**src/rtl/circuit1_seq_ctrl_if.sv**
```systemverilog
// Host-side bus for circuit1_seq_ctrl: Start/Done handshake, operands and results.
interface circuit1_seq_ctrl_if #(
    parameter int DATAWIDTH = 32
);
    logic                 Start;
    logic [DATAWIDTH-1:0] a;
    logic [DATAWIDTH-1:0] b;
    logic [DATAWIDTH-1:0] c;
    logic [DATAWIDTH-1:0] x;
    logic [DATAWIDTH-1:0] z;
    logic                 Busy;
    logic                 Done;

    // Host sequencer drives operands and Start, consumes results.
    modport master (
        output Start, a, b, c,
        input  x, z, Busy, Done
    );

    // The datapath controller receives operands and produces results.
    modport slave (
        input  Start, a, b, c,
        output x, z, Busy, Done
    );
endinterface

```
**src/rtl/circuit1_seq_ctrl.sv**
```systemverilog
// Circuit1 dataflow computed over several cycles with one shared add/sub unit.
// d=a+b, e=a+c, f=a-b, then select g/h by comparing d and e, then shift into x/z.
module circuit1_seq_ctrl #(
    parameter int DATAWIDTH = 32
) (
    input  logic               i_Clk,
    input  logic               i_Rst,
    circuit1_seq_ctrl_if.slave s_bus
);

    typedef enum logic [2:0] {
        IDLE     = 3'd0,
        OP_D     = 3'd1,
        OP_E     = 3'd2,
        OP_F     = 3'd3,
        OP_SEL   = 3'd4,
        OP_SHIFT = 3'd5,
        DONE     = 3'd6
    } state_t;

    state_t               r_state;
    logic [DATAWIDTH-1:0] r_a;
    logic [DATAWIDTH-1:0] r_b;
    logic [DATAWIDTH-1:0] r_c;
    logic [DATAWIDTH-1:0] r_d;
    logic [DATAWIDTH-1:0] r_e;
    logic [DATAWIDTH-1:0] r_f;
    logic [DATAWIDTH-1:0] r_g;
    logic [DATAWIDTH-1:0] r_h;
    logic                 r_dLTe;
    logic                 r_dEQe;
    logic [DATAWIDTH-1:0] r_x;
    logic [DATAWIDTH-1:0] r_z;
    logic                 r_busy;
    logic                 r_done;

    logic [DATAWIDTH-1:0] w_aluA;
    logic [DATAWIDTH-1:0] w_aluB;
    logic                 w_aluSub;
    logic [DATAWIDTH-1:0] w_aluB2;
    logic [DATAWIDTH-1:0] w_aluCin;
    logic [DATAWIDTH-1:0] w_aluResult;
    logic                 w_dLTe;
    logic                 w_dEQe;

    // Operand routing for the shared ALU; subtraction is selected only in OP_F.
    always_comb begin
        w_aluA   = r_a;
        w_aluB   = r_b;
        w_aluSub = 1'b0;
        case (r_state)
            OP_E:    w_aluB   = r_c;
            OP_F:    w_aluSub = 1'b1;
            default: ;
        endcase
    end

    // Single adder: subtraction is a + ~b + 1, so add and sub share one carry chain.
    assign w_aluB2     = w_aluSub ? ~w_aluB : w_aluB;
    assign w_aluCin    = {{(DATAWIDTH-1){1'b0}}, w_aluSub};
    assign w_aluResult = w_aluA + w_aluB2 + w_aluCin;

    // Single unsigned comparator; its result is only captured in OP_SEL.
    assign w_dLTe = (r_d < r_e);
    assign w_dEQe = (r_d == r_e);

    // Sequencer, datapath registers and registered handshake outputs.
    always_ff @(posedge i_Clk) begin
        if (!i_Rst) begin
            r_state <= IDLE;
            r_a     <= '0;
            r_b     <= '0;
            r_c     <= '0;
            r_d     <= '0;
            r_e     <= '0;
            r_f     <= '0;
            r_g     <= '0;
            r_h     <= '0;
            r_dLTe  <= 1'b0;
            r_dEQe  <= 1'b0;
            r_x     <= '0;
            r_z     <= '0;
            r_busy  <= 1'b0;
            r_done  <= 1'b0;
        end else begin
            case (r_state)
                IDLE: begin
                    r_done <= 1'b0;
                    if (s_bus.Start) begin
                        r_a     <= s_bus.a;
                        r_b     <= s_bus.b;
                        r_c     <= s_bus.c;
                        r_busy  <= 1'b1;
                        r_state <= OP_D;
                    end
                end
                OP_D: begin
                    r_d     <= w_aluResult;
                    r_state <= OP_E;
                end
                OP_E: begin
                    r_e     <= w_aluResult;
                    r_state <= OP_F;
                end
                OP_F: begin
                    r_f     <= w_aluResult;
                    r_state <= OP_SEL;
                end
                OP_SEL: begin
                    r_dLTe  <= w_dLTe;
                    r_dEQe  <= w_dEQe;
                    r_g     <= w_dLTe ? r_e : r_d;
                    r_h     <= w_dEQe ? r_f : (w_dLTe ? r_e : r_d);
                    r_state <= OP_SHIFT;
                end
                OP_SHIFT: begin
                    r_x     <= r_g << r_dLTe;
                    r_z     <= r_h >> r_dEQe;
                    r_done  <= 1'b1;
                    r_state <= DONE;
                end
                DONE: begin
                    r_done  <= 1'b0;
                    r_busy  <= 1'b0;
                    r_state <= IDLE;
                end
                default: begin
                    r_done  <= 1'b0;
                    r_busy  <= 1'b0;
                    r_state <= IDLE;
                end
            endcase
        end
    end

    assign s_bus.x    = r_x;
    assign s_bus.z    = r_z;
    assign s_bus.Busy = r_busy;
    assign s_bus.Done = r_done;

endmodule
```
**src/flat_wrapper.sv**
```systemverilog
// flat-port wrapper written by rule: the top's interface ports become plain ports
module circuit1_seq_ctrl_flat 
#(
    parameter int DATAWIDTH = 32
)
  (i_Clk, i_Rst, s_bus_Start, s_bus_a, s_bus_b, s_bus_c, s_bus_x, s_bus_z, s_bus_Busy, s_bus_Done);
  circuit1_seq_ctrl_if #(.DATAWIDTH(DATAWIDTH)) s_bus_i ();
  input  logic i_Clk;
  input  logic i_Rst;
  input wire logic [$bits(s_bus_i.Start)-1:0] s_bus_Start;
  input wire logic [$bits(s_bus_i.a)-1:0] s_bus_a;
  input wire logic [$bits(s_bus_i.b)-1:0] s_bus_b;
  input wire logic [$bits(s_bus_i.c)-1:0] s_bus_c;
  output wire logic [$bits(s_bus_i.x)-1:0] s_bus_x;
  output wire logic [$bits(s_bus_i.z)-1:0] s_bus_z;
  output wire logic [$bits(s_bus_i.Busy)-1:0] s_bus_Busy;
  output wire logic [$bits(s_bus_i.Done)-1:0] s_bus_Done;
  assign s_bus_i.Start = s_bus_Start;
  assign s_bus_i.a = s_bus_a;
  assign s_bus_i.b = s_bus_b;
  assign s_bus_i.c = s_bus_c;
  assign s_bus_x = s_bus_i.x;
  assign s_bus_z = s_bus_i.z;
  assign s_bus_Busy = s_bus_i.Busy;
  assign s_bus_Done = s_bus_i.Done;
  circuit1_seq_ctrl #(.DATAWIDTH(DATAWIDTH)) u_core (.i_Clk(i_Clk), .i_Rst(i_Rst), .s_bus(s_bus_i));
endmodule
```
**config.mk**
```make
export PLATFORM = sky130hd
export DESIGN_NAME = circuit1_seq_ctrl_flat
export DESIGN_NICKNAME = d
export VERILOG_FILES = /design/src/rtl/circuit1_seq_ctrl_if.sv /design/src/rtl/circuit1_seq_ctrl.sv /design/src/flat_wrapper.sv
export SDC_FILE = /design/constraint.sdc
export NUM_CORES = 1
export LEC_CHECK = 0
export BUFFER_PORTS_ARGS = -buffer_cell sky130_fd_sc_hd__buf_2
export CORE_MARGIN = 2
export CORE_UTILIZATION = 60
export CTS_CLUSTER_DIAMETER = 200
export CTS_CLUSTER_SIZE = 12
export DETAILED_ROUTE_END_ITERATION = 7
export GPL_TIMING_DRIVEN = 0
export PLACE_DENSITY_LB_ADDON = 0.3
export SYNTH_ARGS = -nofsm -noshare
export SYNTH_HDL_FRONTEND = slang
export SYNTH_SLANG_ARGS = --single-unit
```
**constraint.sdc**
```tcl
create_clock -name i_Clk -period 5.1 [get_ports i_Clk]
set_clock_uncertainty 0.05 [all_clocks]
set_input_delay 0 -clock i_Clk [delete_from_list [all_inputs] [get_ports i_Clk]]
set_output_delay 0 -clock i_Clk [all_outputs]
set_load 0.05 [all_outputs]
```
* Word-level counts from Yosys, hierarchy flattened
Cells that the tools add are included.
** Word-level totals
- Register bits :: 327
** Cells by class
- Add/subtract/negate cells :: 2
- Magnitude comparators :: 1
- Equality and inequality tests :: 7
- Shift-type cells :: 2
- Muxes and demuxes :: 10
- Bitwise gates (word level) :: 2
- Reduce and logical (&&, ||, !) cells :: 5
** Operators by type and width (number)
- 2-to-1 mux 32 bit :: 4
- adder 32 x 1 -> 32 bit :: 1
- adder 32 bit :: 1
- equality test 32 bit :: 1
- less-than comparator 32 bit :: 1
- inverter 32 bit :: 1
- << shifter 32 x 1 -> 32 bit :: 1
- >> shifter 32 x 1 -> 32 bit :: 1
- case mux 3 bit (6 select lines) :: 1
- equality test 3 x 2 -> 1 bit (second input constant) :: 2
- equality test 3 bit (second input constant) :: 2
- OR reduction 5 bit :: 1
- case mux 1 bit (2 select lines) :: 2
- AND reduction 2 bit :: 2
- OR reduction 4 bit :: 1
- equality test 3 x 1 -> 1 bit (second input constant) :: 1
- logical NOT 3 bit :: 1
- 2-to-1 mux 3 bit :: 1
- 2-to-1 mux 1 bit :: 2
- != test 2 bit (second input constant) :: 1
- inverter 1 bit :: 1

* Depth between registers and ports, before layout
Gate-level depths: netlist of run 1.
- Depth in word-level cells :: 6
- Gate-level depth with buffers :: 14
- Depth with buffers taken out :: 12

* Least setup slack after synthesis of run 1
No wires, ideal clock.
- Kind :: flip-flop to flip-flop
- From :: register u_core.r_state[0]
- To :: register u_core.r_e[23]
- Library setup time :: 122 ps
- Data arrival time :: 3369 ps
- Required time :: 4928 ps
- Setup slack :: 1559 ps
- Stages on the path, launching flop included :: 15
- Period minus slack after synthesis :: 3541 ps
- Path through :: dfxtp_1 -> clkbuf_1 -> buf_2 -> clkbuf_1 -> mux2i_1 -> o21ai_0 -> ha_1 -> clkbuf_1 -> a21oi_1 -> o21ai_1 -> a221o_1 -> a211oi_2 -> a21oi_2 -> nor3b_1 -> a311o_1
** Between the ends
- Cells in the longest elaborated chain, start to end :: 6
- Elaborated cells on any way between the ends :: 8
- Classes of those cells :: 2 x add/sub; 2 x eq/ne; 3 x mux; 1 x bitwise
** Ends and longest elaborated chain
- start, declared :: line circuit1_seq_ctrl.sv:21 : state_t r_state;
- start signal, assigned :: line circuit1_seq_ctrl.sv:70 : r_state <= IDLE;
- start signal, assigned :: line circuit1_seq_ctrl.sv:94 : r_state <= OP_D;
- start signal, assigned :: line circuit1_seq_ctrl.sv:99 : r_state <= OP_E;
- equality test 3 x 2 -> 1 bit :: line circuit1_seq_ctrl.sv:51, circuit1_seq_ctrl.sv:86
- 2-to-1 mux 32 bit :: line circuit1_seq_ctrl.sv:51 : case (r_state)
- inverter 32 bit :: line circuit1_seq_ctrl.sv:59 : assign w_aluB2 = w_aluSub ? ~w_aluB : w_aluB;
- 2-to-1 mux 32 bit :: line circuit1_seq_ctrl.sv:59
- adder 32 bit :: line circuit1_seq_ctrl.sv:61 : assign w_aluResult = w_aluA + w_aluB2 + w_aluCin;
- adder 32 x 1 -> 32 bit :: line circuit1_seq_ctrl.sv:61
- end signal, assigned :: line circuit1_seq_ctrl.sv:102 : r_e <= w_aluResult;
- end, declared :: line circuit1_seq_ctrl.sv:26 : logic [DATAWIDTH-1:0] r_e;
Several ways; a longest one is shown, not always the timed one.
A chain may end at the register's enable or synchronous reset.

* Worst setup path after layout of run 1
- From :: register u_core.r_state[0]
- To :: register u_core.r_f[22]
** Between the ends
- Cells in the longest elaborated chain, start to end :: 6
- Elaborated cells on any way between the ends :: 8
- Classes of those cells :: 2 x add/sub; 2 x eq/ne; 3 x mux; 1 x bitwise
** Ends and longest elaborated chain
- equality test 3 x 2 -> 1 bit :: line circuit1_seq_ctrl.sv:51
- 2-to-1 mux 32 bit :: line circuit1_seq_ctrl.sv:51
- inverter 32 bit :: line circuit1_seq_ctrl.sv:59
- 2-to-1 mux 32 bit :: line circuit1_seq_ctrl.sv:59
- adder 32 bit :: line circuit1_seq_ctrl.sv:61
- adder 32 x 1 -> 32 bit :: line circuit1_seq_ctrl.sv:61
- end signal, assigned :: line circuit1_seq_ctrl.sv:106 : r_f <= w_aluResult;
- end, declared :: line circuit1_seq_ctrl.sv:27 : logic [DATAWIDTH-1:0] r_f;
Several ways; a longest one is shown, not always the timed one.

==> results of run 1 <==
## synthesized netlist by cell type (3+ instances only)
master / count
nand4_1: 19
a31oi_1: 7
and2_1: 14
o211a_1: 67
ha_1: 64
a21boi_0: 133
buf_2: 9
and3_1: 3
mux2i_1: 129
a21o_1: 20
nand3_1: 76
nor2_1: 36
or3_1: 8
nand3b_1: 3
a22oi_1: 32
xnor2_1: 9
o311ai_1: 6
nor3_1: 16
o21ba_2: 3
nand2_1: 406
a211oi_2: 4
nand2b_1: 16
o21bai_1: 3
nor2b_1: 6
inv_1: 78
buf_1: 17
nor4_1: 5
a311o_1: 5
a21oi_2: 4
clkbuf_1: 114
o211ai_1: 5
or4_1: 3
o31ai_1: 10
o21ai_1: 14
dfxtp_1: 327
a21oi_1: 83
o311ai_0: 13
a21boi_1: 7
buf_4: 3
a211oi_1: 8
a211o_1: 3
o21a_1: 9
o21ai_0: 148
## worst reg2reg max path: stages (launching register included)
cell and delay, ps:
dfxtp_1 310, clkbuf_1 380, buf_2 400, clkbuf_1 690
mux2i_1 340, o21ai_0 140, ha_1 310, clkbuf_1 310
nand4_1 270, nor3_1 440, o211ai_1 320, nand3_1 200
xor2_1 360, nand2_1 110, a21boi_0 160
## power by group through the flow
| stage | combinational [mW] | clock (mW) | sequential (mW) |
|---|---|---|---|
| 2_1_floorplan | 0.843 | 0 | 2.79 |
| 3_3_place_gp | 1.17 | 0 | 2.78 |
| 3_5_place_dp | 1.20 | 0 | 2.79 |
| 4_1_cts | 1.26 | 2.03 | 2.73 |
| 5_1_grt | 1.41 | 2.13 | 2.75 |
| 6_report | 1.32 | 2.03 | 2.74 |
## worst max path at each step
stage | slack, ps | to | cells after the start | startpoint
3_3_place_gp | 560 | u_core.r_f[26]$_SDFFE_PN0N_ | 13 | u_core.r_state[0]$_SDFFE_PN0P_
4_1_cts | 430 | u_core.r_f[22]$_SDFFE_PN0N_ | 14 | u_core.r_state[0]$_SDFFE_PN0P_
3_5_place_dp | 470 | u_core.r_e[11]$_SDFFE_PN0P_ | 13 | u_core.r_state[0]$_SDFFE_PN0P_
5_1_grt | 10 | u_core.r_d[11]$_SDFFE_PN0P_ | 13 | u_core.r_state[0]$_SDFFE_PN0P_
2_1_floorplan | 1560 | u_core.r_e[23]$_SDFFE_PN0P_ | 14 | u_core.r_state[0]$_SDFFE_PN0P_
6_report | 230 | u_core.r_f[22]$_SDFFE_PN0N_ | 14 | u_core.r_state[0]$_SDFFE_PN0P_
## metal layers
layer | wire (um) | part of all wire (%)
met5 | 0 | 0
met4 | 2580 | 5.0
met3 | 3690 | 7.1
met2 | 24800 | 48
met1 | 20600 | 40
## cell type report
cell class                      count  area [um2]
Antenna cell                        1        2.50
Buffer                            145         569
Clock buffer                       31         776
Clock inverter                      2        31.3
Fill cell                        2000        7470
Inverter                           78         293
Multi-Input combinational cell   1424        9040
Sequential cell                   327        6550
Tap cell                          341         427
Timing Repair Buffer              262        1800
## metrics by stage
| stage | cell area [um2] | power [mW] |
|---|---|---|
| after detailed placement | 17700 | 3.99 |
| final | 19500 | 6.08 |
| after global placement | 17700 | 3.96 |
| after global routing | 19500 | 6.28 |
| after floorplan | 16400 | 3.63 |
| after CTS | 19500 | 6.02 |
## kinds of logic after synthesis
| family | share of synthesized area (%) |
|---|---|
| XOR/XNOR | 0.586 |
| multiplexers | 7.92 |
| adder cells (fa/ha/maj) | 4.99 |
| AND/OR/NAND/NOR | 16.4 |
| buffers and inverters | 5.24 |
| flip-flops | 39.8 |
| AO/OA/AOI/OAI | 25.1 |
## timing repair
item	CTS	global route
hold endpoints to repair	99	0
endpoints found under the setup margin	0	0
hold buffers	98	0
==> run summary, run 1 <==
status = completed
Yosys top cell by area = dfxtp_1
Worst-Skew Late Latency = 580 ps
setup violators final = 0
Final Non-Filler Cells = 2,611
io pins = 165
Synth warnings = 0
worst rel slew slack = 28.8%
Final nets = 2,433
Setup CP Type = register to register
post-CTS setup buffers = 0
Area growth, synth to finish = 18.5%
initial antenna violation count = 1
Final Util = 72.3%
dpl ws = 468 ps
Reg2Reg Setup Slack = 230 ps
Remaining DRCs = 0
RSZ-0062 raised after global routing = false
vias in the first global route = 15,500
clk root buf = clkbuf_16
Syn Nets = 2,138
met3 Usage GRT = 3.82%
DRT antenna net count = 0
first-pass GRT wire length = 80,600 um
total wire length = 51,700 um
Peak Freq = 205 MHz
worst r2r dst = u_core.r_f[22]$_SDFFE_PN0N_
Worst Slack Setup Final = 229 ps
TritonCTS clock tree = built
FF+latch count, synth = 327
cell row count = 60
Crit path buffers/inverters = 4
remaining global-route overflow = 0
worst-margin pin slew = 1070 ps
core box area = 27,000 um2
vias per cell = 6.11
Detail Placement HPWL = 36,100 um
wire per inst = 19.8 um
Hold Crit Start = s_bus_a[25]
TritonCTS Buffers = 31
grt peak-use layer = met2
Max Cap Viol = 0
family with the most delay on the worst path = buffers and inverters
via count = 16,000
r2r worst-path depth = 14
top_reg_cell synth = dfxtp_1
commonest non-fill, non-tap cells in the layout = nand2_1, dfxtp_1, buf_2
post-synth top area share = 39.8%
most common cell after layout, fill and taps aside = nand2_1
Hold Fails Final Rpt = 0
Worst Hold Class = input pin to register
Hold Worst Slack = 164 ps
share of post-route cells with drive strength above 1 = 10.1%
slowest CP cell = clkbuf_1
sw power = 1.86 mW
post-synthesis sequential area ratio = 39.8%
Peak VDD IR = 0.000255 V
Reg-to-Reg Start = u_core.r_state[0]$_SDFFE_PN0P_
Flop pwr share = 45.0%
Max H-tree Level = 1
GP Congestion = 0.968
Total GRT Usage = 35.2%
Internal = 4.23 mW
asr flop ratio synth = 0%
Setup TNS Final = 0 ps
crit share post-route = 95.5%
PwrDens = 312 nW/um2
Final Max Tran Viols = 0
Initial DRT Pass Iterations = 6
die area = 28,800 um2
Post-Syn Instances = 1,974
Net Sw Frac = 30.5%
post-cts resize count = 0
Hold Crit Depth = 4
crit end category = register
Die Y = 170 um
clk sink count = 327
Initial Util = 61.0%
routing usage on met1 = 42.7%
required time worst endpoint = 5550 ps
Static Leakage = 8.30 nW
Clk pwr share = 33.3%
number of synthesized flops with an enable pin = 0
Worst Path Max Fanout = 10
Post-Syn Area = 16,400 um2
Critical Path AT = 5330 ps
Startpoint Class = register
synth unique cells = 66
met2 usage = 62.6%
CTS clk-pin slew, worst paths = 70 ps
worst-case clock buffer depth = 3
Final Critical Period = 4870 ps
Avg Cell Area, Syn = 8.33 um2
cell mode on critical path = clkbuf_1
Port-buffer cells = 164
slowest stage delay, CP = 690 ps
Cells after DPL = 2,479
synth top area cells = dfxtp_1, nand2_1, mux2i_1, a21boi_0, ha_1
Die X-Extent = 170 um
largest net degree at the start of global routing = 17
Endpoint, Worst Hold = u_core.r_a[25]$_SDFFE_PN0P_
1st-iter DRT viols = 1,350
Comb pwr share = 21.6%
worst-path cell chain = clkbuf_1, buf_2, clkbuf_1, mux2i_1, o21ai_0, ha_1, clkbuf_1, nand4_1, nor3_1, o211ai_1, nand3_1, xor2_1, nand2_1, a21boi_0
Note: power is estimated with default switching activity, not from simulation.
==> run 2, diff against run 1 <==
Settings changed: RECOVER_POWER from default to 100, SKIP_LAST_GASP from default to 1.
==> run summary, run 2 (synthesis gave the netlist of run 1 again) <==
status = completed
Critical Path AT = 5380 ps (+50 ps)
worst rel slew slack = 28.2% (-0.62 points)
Final nets = 2,433 (unchanged)
Worst Path Max Fanout = 10 (unchanged)
Final Critical Period = 4920 ps (+51.6 ps)
post-layout power = 6.06 mW (-0.32%)
Port-buffer cells = 164 (unchanged)
Comb pwr share = 21.4% (-0.2 points)
Final Non-Filler Cells = 2,611 (unchanged)
Final Max Tran Viols = 0 (unchanged)
Hold Fails Final Rpt = 0 (unchanged)
commonest non-fill, non-tap cells in the layout = nand2_1, dfxtp_1, clkbuf_1
Internal = 4.21 mW (-0.30%)
Flop pwr share = 45.2% (+0.2 points)
Max Cap Viol = 0 (unchanged)
Setup TNS Final = 0 ps (unchanged)
die area = 28,800 um2 (unchanged)
TritonCTS Buffers = 31 (unchanged)
cell row count = 60 (unchanged)
Clk pwr share = 33.4% (about the same)
TritonCTS clock tree = built
total wire length = 51,800 um (+0.32%)
RSZ-0062 raised after global routing = false
share of post-route cells with drive strength above 1 = 6.70% (-3.4 points)
Initial Util = 61.0% (unchanged)
remaining global-route overflow = 0 (unchanged)
worst-margin pin slew = 1070 ps (+5.16 ps)
Final Util = 71.8% (-0.45 points)
clk root buf = clkbuf_16
required time worst endpoint = 5560 ps (about the same)
Static Leakage = 7.99 nW (-3.8%)
clk sink count = 327 (unchanged)
PwrDens = 313 nW/um2 (+0.30%)
1st-iter DRT viols = 1,408 (+4.3%)
via count = 15,900 (-0.34%)
vias per cell = 6.09 (-0.34%)
Max H-tree Level = 1 (unchanged)
GP Congestion = 0.968 (unchanged)
Peak VDD IR = 0.000254 V (-0.13%)
vias in the first global route = 15,500 (unchanged)
Worst Hold Class = input pin to register
Die X-Extent = 170 um (unchanged)
Die Y = 170 um (unchanged)
Cells after DPL = 2,479 (unchanged)
most common cell after layout, fill and taps aside = nand2_1
Peak Freq = 203 MHz (-1.0%)
sw power = 1.85 mW (-0.38%)
DRT antenna net count = 0 (unchanged)
wire per inst = 19.9 um (+0.32%)
Initial DRT Pass Iterations = 6 (unchanged)
Total GRT Usage = 35.2% (unchanged)
CTS clk-pin slew, worst paths = 70 ps (about the same)
crit share post-route = 96.5% (+1.0 points)
Area growth, synth to finish = 17.7%
first-pass GRT wire length = 80,600 um (unchanged)
post-CTS setup buffers = 0 (unchanged)
Worst-Skew Late Latency = 590 ps (about the same)
Setup CP Type = register to register
io pins = 165 (unchanged)
initial antenna violation count = 1 (unchanged)
Detail Placement HPWL = 36,100 um (unchanged)
worst-case clock buffer depth = 3 (unchanged)
Net Sw Frac = 30.5% (about the same)
Remaining DRCs = 0 (unchanged)
core box area = 27,000 um2 (unchanged)
Startpoint Class = register
largest net degree at the start of global routing = 17 (unchanged)
setup violators final = 0 (unchanged)
crit end category = register
run 2: final timing paths:
path | from | end | slack, ps | depth (start not counted)
min reg2reg | u_core.r_f[26]$_SDFFE_PN0N_ | u_core.r_f[26]$_SDFFE_PN0N_ | 420 | 2
max | u_core.r_state[0]$_SDFFE_PN0P_ | u_core.r_f[22]$_SDFFE_PN0N_ | 180 | 14
min | s_bus_a[25] | u_core.r_a[25]$_SDFFE_PN0P_ | 170 | 4
max reg2reg | u_core.r_state[0]$_SDFFE_PN0P_ | u_core.r_f[22]$_SDFFE_PN0N_ | 180 | 14
run 2: routing by layer:
layer,vias to the layer above,global-route usage [%],wire length [um],share of wire [%]
met3,153,3.82,3800,7.3
met4,0,16.4,2490,4.8
met5,-,0,0,0
li1,7529,-,-,-
met2,810,62.6,24900,48
met1,7403,42.7,20600,40
run 2: cell type report:
cell class,instances,area (um2)
diodes,1,2.50
clock inverters,2,31.3
flip-flops and latches,327,6550
multi-input cells,1424,9010
repair buffers,262,1720
clock buffers,31,776
well taps,341,427
inverters,78,293
plain buffers,145,556
fillers,2058,7590
run 2: critical path: stages, from the launching register on:
cell	delay, ps
dfxtp_1	310
clkbuf_1	390
buf_2	400
clkbuf_1	690
mux2i_1	310
o21ai_0	140
ha_1	310
clkbuf_1	330
nand4_1	290
nor3_1	450
o211ai_1	320
nand3_1	200
xor2_1	370
nand2_1	110
a21boi_0	160
run 2: timing repair:
action                    CTS  global route
hold buffers               98             0
gates resized for setup     0             0
hold endpoints to repair   99             0
run 2: power groups by stage:
stage          sequential, mW  clock (mW)  combinational [mW]
6_report                 2.74        2.03                1.30
3_5_place_dp             2.79           0                1.20
3_3_place_gp             2.78           0                1.17
4_1_cts                  2.73        2.03                1.26
5_1_grt                  2.75        2.13                1.39
2_1_floorplan            2.79           0               0.843
run 2: stage by stage:
step / setup slack, ps / hold WS [ps] / instance area, um2
final: 177 / 165 / 19400
after detailed placement: 468 / 208 / 17700
after global routing: 22.8 / 188 / 19400
after floorplan: 1560 / 94.9 / 16400
after CTS: 433 / 155 / 19500
after global placement: 556 / 203 / 17700
